===== config.mk =====
export PLATFORM = sky130hd
export DESIGN_NAME = qsort_stream_dma
export DESIGN_NICKNAME = d
export VERILOG_FILES = /design/src/rtl/qsort_stream_dma.sv
export SDC_FILE = /design/constraint.sdc
export NUM_CORES = 1
export LEC_CHECK = 0
export ABC_AREA = 1
export ABC_CLOCK_PERIOD_IN_PS = 5000
export CORE_ASPECT_RATIO = 1.25
export CORE_MARGIN = 8
export CORE_UTILIZATION = 45
export DETAILED_ROUTE_END_ITERATION = 12
export PLACE_DENSITY_LB_ADDON = 0.08
export SYNTH_ARGS = -nofsm -noshare
export SYNTH_HDL_FRONTEND = slang
export SYNTH_SLANG_ARGS = --single-unit

===== constraint.sdc =====
create_clock -name axis_clk -period 5 [get_ports axis_clk]
set_input_delay 0.75 -clock axis_clk [delete_from_list [all_inputs] [get_ports axis_clk]]
set_output_delay 0.75 -clock axis_clk [all_outputs]
set_load 0.005 [all_outputs]

===== src/rtl/qsort_stream_dma.sv =====
// Memory-to-accelerator-to-memory DMA: streams len words from src into a sort
// accelerator, waits for it to finish, then writes its output stream to dst.
module qsort_stream_dma #(
    parameter int pADDR_WIDTH = 12,
    parameter int pDATA_WIDTH = 32,
    parameter int pLEN_WIDTH  = 6
) (
    input  logic                   axis_clk,
    input  logic                   axis_rst_n,
    input  logic                   start,
    input  logic [pADDR_WIDTH-1:0] src_base,
    input  logic [pADDR_WIDTH-1:0] dst_base,
    input  logic [pLEN_WIDTH-1:0]  len,
    output logic                   busy,
    output logic                   done,
    output logic                   rd_req,
    output logic [pADDR_WIDTH-1:0] rd_addr,
    input  logic                   rd_ack,
    input  logic [pDATA_WIDTH-1:0] rd_data,
    output logic                   wr_req,
    output logic [pADDR_WIDTH-1:0] wr_addr,
    output logic [pDATA_WIDTH-1:0] wr_data,
    input  logic                   wr_ack,
    output logic                   acc_start,
    input  logic                   acc_done,
    output logic                   m_tvalid,
    output logic [pDATA_WIDTH-1:0] m_tdata,
    input  logic                   m_tready,
    input  logic                   s_tvalid,
    input  logic [pDATA_WIDTH-1:0] s_tdata,
    output logic                   s_tready
);

    typedef enum logic [2:0] {S_IDLE, S_KICK, S_FEED, S_WAIT, S_DRAIN, S_FIN} state_t;

    state_t                 r_state, w_next;
    logic [pADDR_WIDTH-1:0] r_src, r_dst;
    logic [pLEN_WIDTH-1:0]  r_len, r_rd_cnt, r_tx_cnt, r_rx_cnt, r_wr_cnt;
    logic [pDATA_WIDTH-1:0] r_fbuf, r_wbuf;
    logic                   r_ffull, r_wfull;
    logic                   w_go, w_rd_fire, w_tx_fire, w_rx_fire, w_wr_fire;

    assign w_go      = (r_state == S_IDLE) && start;
    assign w_rd_fire = rd_req & rd_ack;
    assign w_tx_fire = m_tvalid & m_tready;
    assign w_rx_fire = s_tvalid & s_tready;
    assign w_wr_fire = wr_req & wr_ack;

    assign busy      = (r_state != S_IDLE);
    assign done      = (r_state == S_FIN);
    assign acc_start = (r_state == S_KICK);
    assign rd_req    = (r_state == S_FEED) && !r_ffull && (r_rd_cnt < r_len);
    assign m_tvalid  = r_ffull;
    assign m_tdata   = r_fbuf;
    assign s_tready  = (r_state == S_DRAIN) && !r_wfull && (r_rx_cnt < r_len);
    assign wr_req    = r_wfull;
    assign wr_data   = r_wbuf;
    // Byte offsets wrap naturally through the truncating cast.
    assign rd_addr   = r_src + pADDR_WIDTH'({r_rd_cnt, 2'b00});
    assign wr_addr   = r_dst + pADDR_WIDTH'({r_wr_cnt, 2'b00});

    always_ff @(posedge axis_clk or negedge axis_rst_n) begin
        if (!axis_rst_n) r_state <= S_IDLE;
        else             r_state <= w_next;
    end

    always_comb begin
        w_next = r_state;
        case (r_state)
            S_IDLE:  if (start) w_next = (len == '0) ? S_FIN : S_KICK;
            S_KICK:  w_next = S_FEED;
            S_FEED:  if (r_tx_cnt == r_len) w_next = S_WAIT;
            S_WAIT:  if (acc_done) w_next = S_DRAIN;
            S_DRAIN: if (r_wr_cnt == r_len) w_next = S_FIN;
            S_FIN:   w_next = S_IDLE;
            default: w_next = S_IDLE;
        endcase
    end

    always_ff @(posedge axis_clk or negedge axis_rst_n) begin
        if (!axis_rst_n) begin
            r_src    <= '0;
            r_dst    <= '0;
            r_len    <= '0;
            r_rd_cnt <= '0;
            r_tx_cnt <= '0;
            r_rx_cnt <= '0;
            r_wr_cnt <= '0;
            r_fbuf   <= '0;
            r_wbuf   <= '0;
            r_ffull  <= 1'b0;
            r_wfull  <= 1'b0;
        end else if (w_go) begin
            r_src    <= src_base;
            r_dst    <= dst_base;
            r_len    <= len;
            r_rd_cnt <= '0;
            r_tx_cnt <= '0;
            r_rx_cnt <= '0;
            r_wr_cnt <= '0;
            r_ffull  <= 1'b0;
            r_wfull  <= 1'b0;
        end else begin
            // Fill and empty of each buffer are mutually exclusive: req/ready gate on empty.
            if (w_rd_fire) begin
                r_fbuf   <= rd_data;
                r_ffull  <= 1'b1;
                r_rd_cnt <= r_rd_cnt + pLEN_WIDTH'(1);
            end
            if (w_tx_fire) begin
                r_ffull  <= 1'b0;
                r_tx_cnt <= r_tx_cnt + pLEN_WIDTH'(1);
            end
            if (w_rx_fire) begin
                r_wbuf   <= s_tdata;
                r_wfull  <= 1'b1;
                r_rx_cnt <= r_rx_cnt + pLEN_WIDTH'(1);
            end
            if (w_wr_fire) begin
                r_wfull  <= 1'b0;
                r_wr_cnt <= r_wr_cnt + pLEN_WIDTH'(1);
            end
        end
    end

endmodule


# Yosys cells after proc, flatten, opt, wreduce, memory -nomap -nowiden
# Cells that the tools add are included.
[word_totals] output_inout_bits=95 register_bits=123 word_cells=75
[op_classes] magnitude_cmp=2 addsub=6 mux=20 n_eq_ne=11 n_bitwise=5 n_reduce_logical=19
[op_table] cell="2-to-1 mux 6 bit" n=8
[op_table] cell="adder 12 x 8 -> 12 bit" n=2
[op_table] cell="adder 6 x 1 -> 6 bit, second input constant" n=4
[op_table] cell="2-to-1 mux 3 bit" n=5
[op_table] cell="one-hot mux 3 bit (5 select lines)" n=1
[op_table] cell="== test 6 bit" n=2
[op_table] cell="less-than comparator 6 bit" n=2
[op_table] cell="nonzero test 3 bit" n=3
[op_table] cell="nonzero test 2 bit" n=4
[op_table] cell="== test 3 x 2 -> 1 bit, second input constant" n=2
[op_table] cell="== test 3 bit, second input constant" n=2
[op_table] cell="zero test 6 bit" n=1
[op_table] cell="2-to-1 mux 1 bit" n=6
[op_table] cell="logical AND 1 bit" n=5
[op_table] cell="bitwise AND 1 bit" n=4
[op_table] cell="!= test 2 x 1 -> 1 bit, second input constant" n=2
[op_table] cell="!= test 2 bit, second input constant" n=2
[op_table] cell="AND reduction 2 bit" n=2
[op_table] cell="AND reduction 4 bit" n=1
[op_table] cell="== test 3 x 1 -> 1 bit, second input constant" n=1
[op_table] cell="zero test 3 bit" n=1
[op_table] cell="zero test 1 bit" n=2
[op_table] cell="inverter 1 bit" n=1

# Longest topological paths before layout
[depth] word_depth=7 ltp_mapped=11 ltp_nobuf=9

# Least setup slack after synthesis
# OpenSTA, ideal clock, no wires.
[synth_timing] kind="register to output" startpoint="register r_rd_cnt[0]" endpoint="output port rd_addr[10]" t_required_ns=4.250 slack_ns=2.722 arrival_time_ns=1.528 stages_incl_launch_ff=9 cell_sequence="dfrtp_1 -> ha_1 -> inv_1 -> fa_1 -> inv_1 -> nand4_1 -> o211ai_1 -> nand2_1 -> xnor2_1"
[synth_between] elab_chain_cells=1
[synth_rtl] element="start, declared" line_no="38" text="logic [pLEN_WIDTH-1:0] r_len, r_rd_cnt, r_tx_cnt, r_rx_cnt, r_wr_cnt;"
[synth_rtl] element="start signal, assigned" line_no="108" text="r_rd_cnt <= r_rd_cnt + pLEN_WIDTH'(1);"
[synth_rtl] element="adder 12 x 8 -> 12 bit" line_no="59" text="assign rd_addr = r_src + pADDR_WIDTH'({r_rd_cnt, 2'b00});"
[synth_rtl] element="end, declared" line_no="17" text="output logic [pADDR_WIDTH-1:0] rd_addr,"
# Every way passes these cells.

# Worst setup path after layout
[layout_timing] startpoint="register r_rd_cnt[2]" endpoint="output port rd_addr[9]"
# Same word-level chain as after synthesis.

==> results <==
- The global-route wire length before repair is 28250 µm.
- The worst min-delay path class is primary input to asynchronous set/reset pin.
- CTS built an H-tree with a depth of 4.
- The headroom to the max-slew limit is 22.80%.
- The row count is 49.
- In this run the register-to-register setup slack is 2.43 ns.
- Counting along the longest clock path gives a buffer depth of 2.
- The share of synthesized area in the top cell type comes to 47.70%.
- The number of placed instances, taps included, is 1138.
- The initial antenna violation count came to 0.
- The count of final hold-check violations was 0.
- Dividing the detail-routed wire length by the instance count gives 14.77 µm.
- The synthesized area per cell is 8.157 µm².
- The max-cap violation count is 0.
- The buffer count from post-CTS setup fixing is 0.
- The detailed router finished its first iteration with 280 violations.
- Power spread over the standard cell area amounts to 564.7 nW/µm².
- At the later pin of the worst-skew pair, clock insertion delay measures 0.41 ns.
- The worst setup path startpoint is r_rd_cnt[2].
- At the pin with the least slew margin, the transition time is 1.157 ns.
- The tree is rooted in a clkbuf_16.
- The register cell area after layout is 3078 µm².
- The initial cell density of the core is 45.36%.
- Across every metal layer, demand over resource in global routing totals 19.43%.
- The number of pins exceeding their max-slew limit in the final report is 0.
- In this run the count of I/O pins placed on the die edge is 197.
- By area the synthesized netlist is led by dfrtp_1, nand2_1, nand3_1.
- In the final layout, the share of cells above drive strength 1 is 6.761%.
- The top achievable clock speed is 294.2 MHz.
- The global-route layer with the greatest usage is met2.
- The time the worst path needs with I/O delays and setup is 3.399 ns.
- The clock tree skew after final layout is 0.009022 ns.
- The die is 123.1 µm wide.
- The count of mapped cells out of synthesis is 791.
- The count of nets left with antenna violations once routing finished came out at 0.
- The sequential-to-total area share from yosys stat is 47.70%.
- The die covers 18450 µm².
- Setup repair after global routing left no endpoint under its margin.
- The core area is 14220 µm².
- The area growth from synthesis to layout is 40.06%.
- The total global routing overflow is 0.
- TritonCTS built the clock tree.
- The number of antenna diodes in the final layout is 0.
- At the end of routability-driven placement, the weighted congestion stood at 0.8329.
- In the global route stage, met1 resource usage came out at 23.84%.
- The length of the first detailed-routing pass in iterations is 4.
- The synthesized design contains 123 register bits.
- The worst setup path is captured at an output port.
- The number of buffers added to fix hold violations after cts is 0.
- The timing endpoint of the critical path is rd_addr[9].
- The number of cells upsized or downsized after cts is 0.
- The via count of the first global-routing pass came to 5659.
- Setup total negative slack on the finished layout was measured at 0 ns.
- The number of nets handed over by synthesis was 921.
- The routed layout has 5679 vias.
- The leakage power summed over all cells is 4.615 nW.
- Among all flip-flop cells after synthesis, the most frequent one is dfrtp_1.
- The run finished with clean final reports.
- Clock-pin slew was measured on the worst setup and hold paths at 0.05 ns.
- The HPWL after detailed placement is 12290 µm.
- The final layout contains routed wiring with a total length of 17270 µm.
- The area used by multi-input combinational logic is 2820 µm².
- For met2 alone, demand over resource in global routing was 31.76%.
- Leaving out filler cells and counting taps, the final layout contains 1169.
- The count of buffers from port buffering is 196.
- Along the worst path, the maximum fanout reaches 6.
- The category of the most critical setup path is flop to output port.
- At the worst endpoint, the arrival time is 2.65 ns.
- The post-synthesis async set-or-reset flop share is 100.0%.
- Leaving out fill and tap cells, the most frequent cells in the layout are nand2_1, clkdlybuf4s50_1, dfrtp_1.
- Of all cell types, the one taking the most synthesized area is dfrtp_1.
- Across the VDD grid, the largest voltage drop is 333.8 µV.
- The start of the worst register-to-register path is r_len[5].
- The netlist area before placement is 6452 µm².
- The count of distinct cell types in the synthesized netlist is 33.
- The length in cells of the worst reg-to-reg path is 9.
- The data required time at the worst endpoint is 4.25 ns.
- Prior to clock tree synthesis, the placed netlist has a worst setup slack of 2.051 ns.
- The worst setup slack after layout is 1.601 ns.
- After the last flow step, the layout net total stands at 1109.
- The number of synthesized flops with an enable pin is 0.
- The library cell used most frequently in the layout, excluding fill and tap cells, is nand2_1.
- Global routing used 5.927% of the available met3 tracks.
- The endpoint of the most critical register-to-register path is r_rx_cnt[5].
- The layout has 1269 filler cells.
- The final-report setup violation count is 0.
- Entering global routing, the biggest net connects 74 pins.
- After detailed routing, the number of remaining DRC violations is 0.
- The type of origin of the critical path is a flop.
- The floorplan die height is 149.9 µm.
- The total number of clock tree sinks is 123.
- Buffers inserted during clock tree synthesis total 17.
- The worst path uses 67.99% of the clock period.
- The number of warnings reported in the yosys synthesis log is 0.
- Dividing the detail-routed via count by the number of cells gives 4.858.
[how the worst min path moves through the flow]
| stage | from | endpoint | slack [ns] | cells past startpoint |
|---|---|---|---|---|
| 6_report | axis_rst_n | r_dst[9] | 0.39 | 1 |
| 5_1_grt | axis_rst_n | r_dst[8] | 0.45 | 1 |
| 4_1_cts | axis_rst_n | r_dst[8] | 0.42 | 1 |
| 3_5_place_dp | m_tdata[1] | m_tdata[1] | 0.46 | 2 |
| 3_3_place_gp | wr_data[22] | wr_data[22] | 0.46 | 2 |
| 2_1_floorplan | axis_rst_n | m_tdata[0] | 0.45 | 0 |
[report_power, final]
group,switching [mW],internal (mW)
clock,0.421,0.775
combinational,1.05,1.16
sequential,0.292,1.41
total,1.76,3.34
[final cells by class]
cell class,instances,share of cell area [%]
clock buffer,22,4.915
clock inverter,9,1.357
inverter,92,3.821
multi-input combinational,543,31.21
sequential,123,34.06
tap,178,2.464
timing repair buffer,202,22.18
[layer usage]
layer	share of wire [%]	wire (µm)
met2	49	8478
met3	6.6	1135
met5	0	0
met1	43	7403
met4	1.5	254
[worst max-delay path: stages, from the launching register on]
cell and delay, ns:
dfrtp_1 0.47, ha_1 0.42, nand2_1 0.09, o21ai_0 0.35, nand3_1 0.14, nand2_1 0.10
xor2_1 0.16, clkdlybuf4s50_1 0.52
[Yosys cell counts (2+ instances only)]
| master | number |
|---|---|
| a21oi_1 | 21 |
| nor3_1 | 7 |
| nor2_2 | 3 |
| ha_1 | 26 |
| xnor2_1 | 11 |
| a21o_1 | 2 |
| buf_4 | 5 |
| inv_1 | 91 |
| o21ai_0 | 25 |
| nand3_1 | 70 |
| nand2_1 | 274 |
| nor2_1 | 29 |
| o211ai_1 | 2 |
| a31oi_1 | 2 |
| buf_6 | 8 |
| nand2_2 | 2 |
| fa_1 | 2 |
| clkbuf_1 | 10 |
| dfrtp_1 | 123 |
| o21ai_1 | 11 |
| nand4_1 | 11 |
| xor2_1 | 15 |
| buf_2 | 9 |
| o21ai_2 | 23 |
[kinds of logic after synthesis]
group	Yosys count	share of synthesized area, %
simple gates	401	25.98
buf+inv	125	8.668
flops	123	47.70
compound gates	88	8.454
fa+ha+maj	28	5.662
xor+xnor	26	3.529
[flip-flops by register name (all words and copies together), names as in the netlist]
| signal | count |
|---|---|
| r_tx_cnt | 6 |
| r_state | 3 |
| r_len | 6 |
| r_dst | 12 |
| wr_data | 32 |
| m_tdata | 32 |
| r_wr_cnt | 6 |
| wr_req | 1 |
| r_rx_cnt | 6 |
| m_tvalid | 1 |
| r_src | 12 |
| r_rd_cnt | 6 |
[stage by stage]
step	total power, mW	area (µm²)	hold slack (ns)	utilization, %
after detailed placement	3.942	8471	0.4649	59.55
final	5.103	9037	0.3894	63.54
after floorplan	2.796	6452	0.4500	-
after CTS	5.176	9037	0.4215	63.54
after global placement	3.913	8471	0.4621	59.55
after global routing	5.515	9037	0.4473	63.54
No activity file was read; power rests on OpenSTA's default activity.
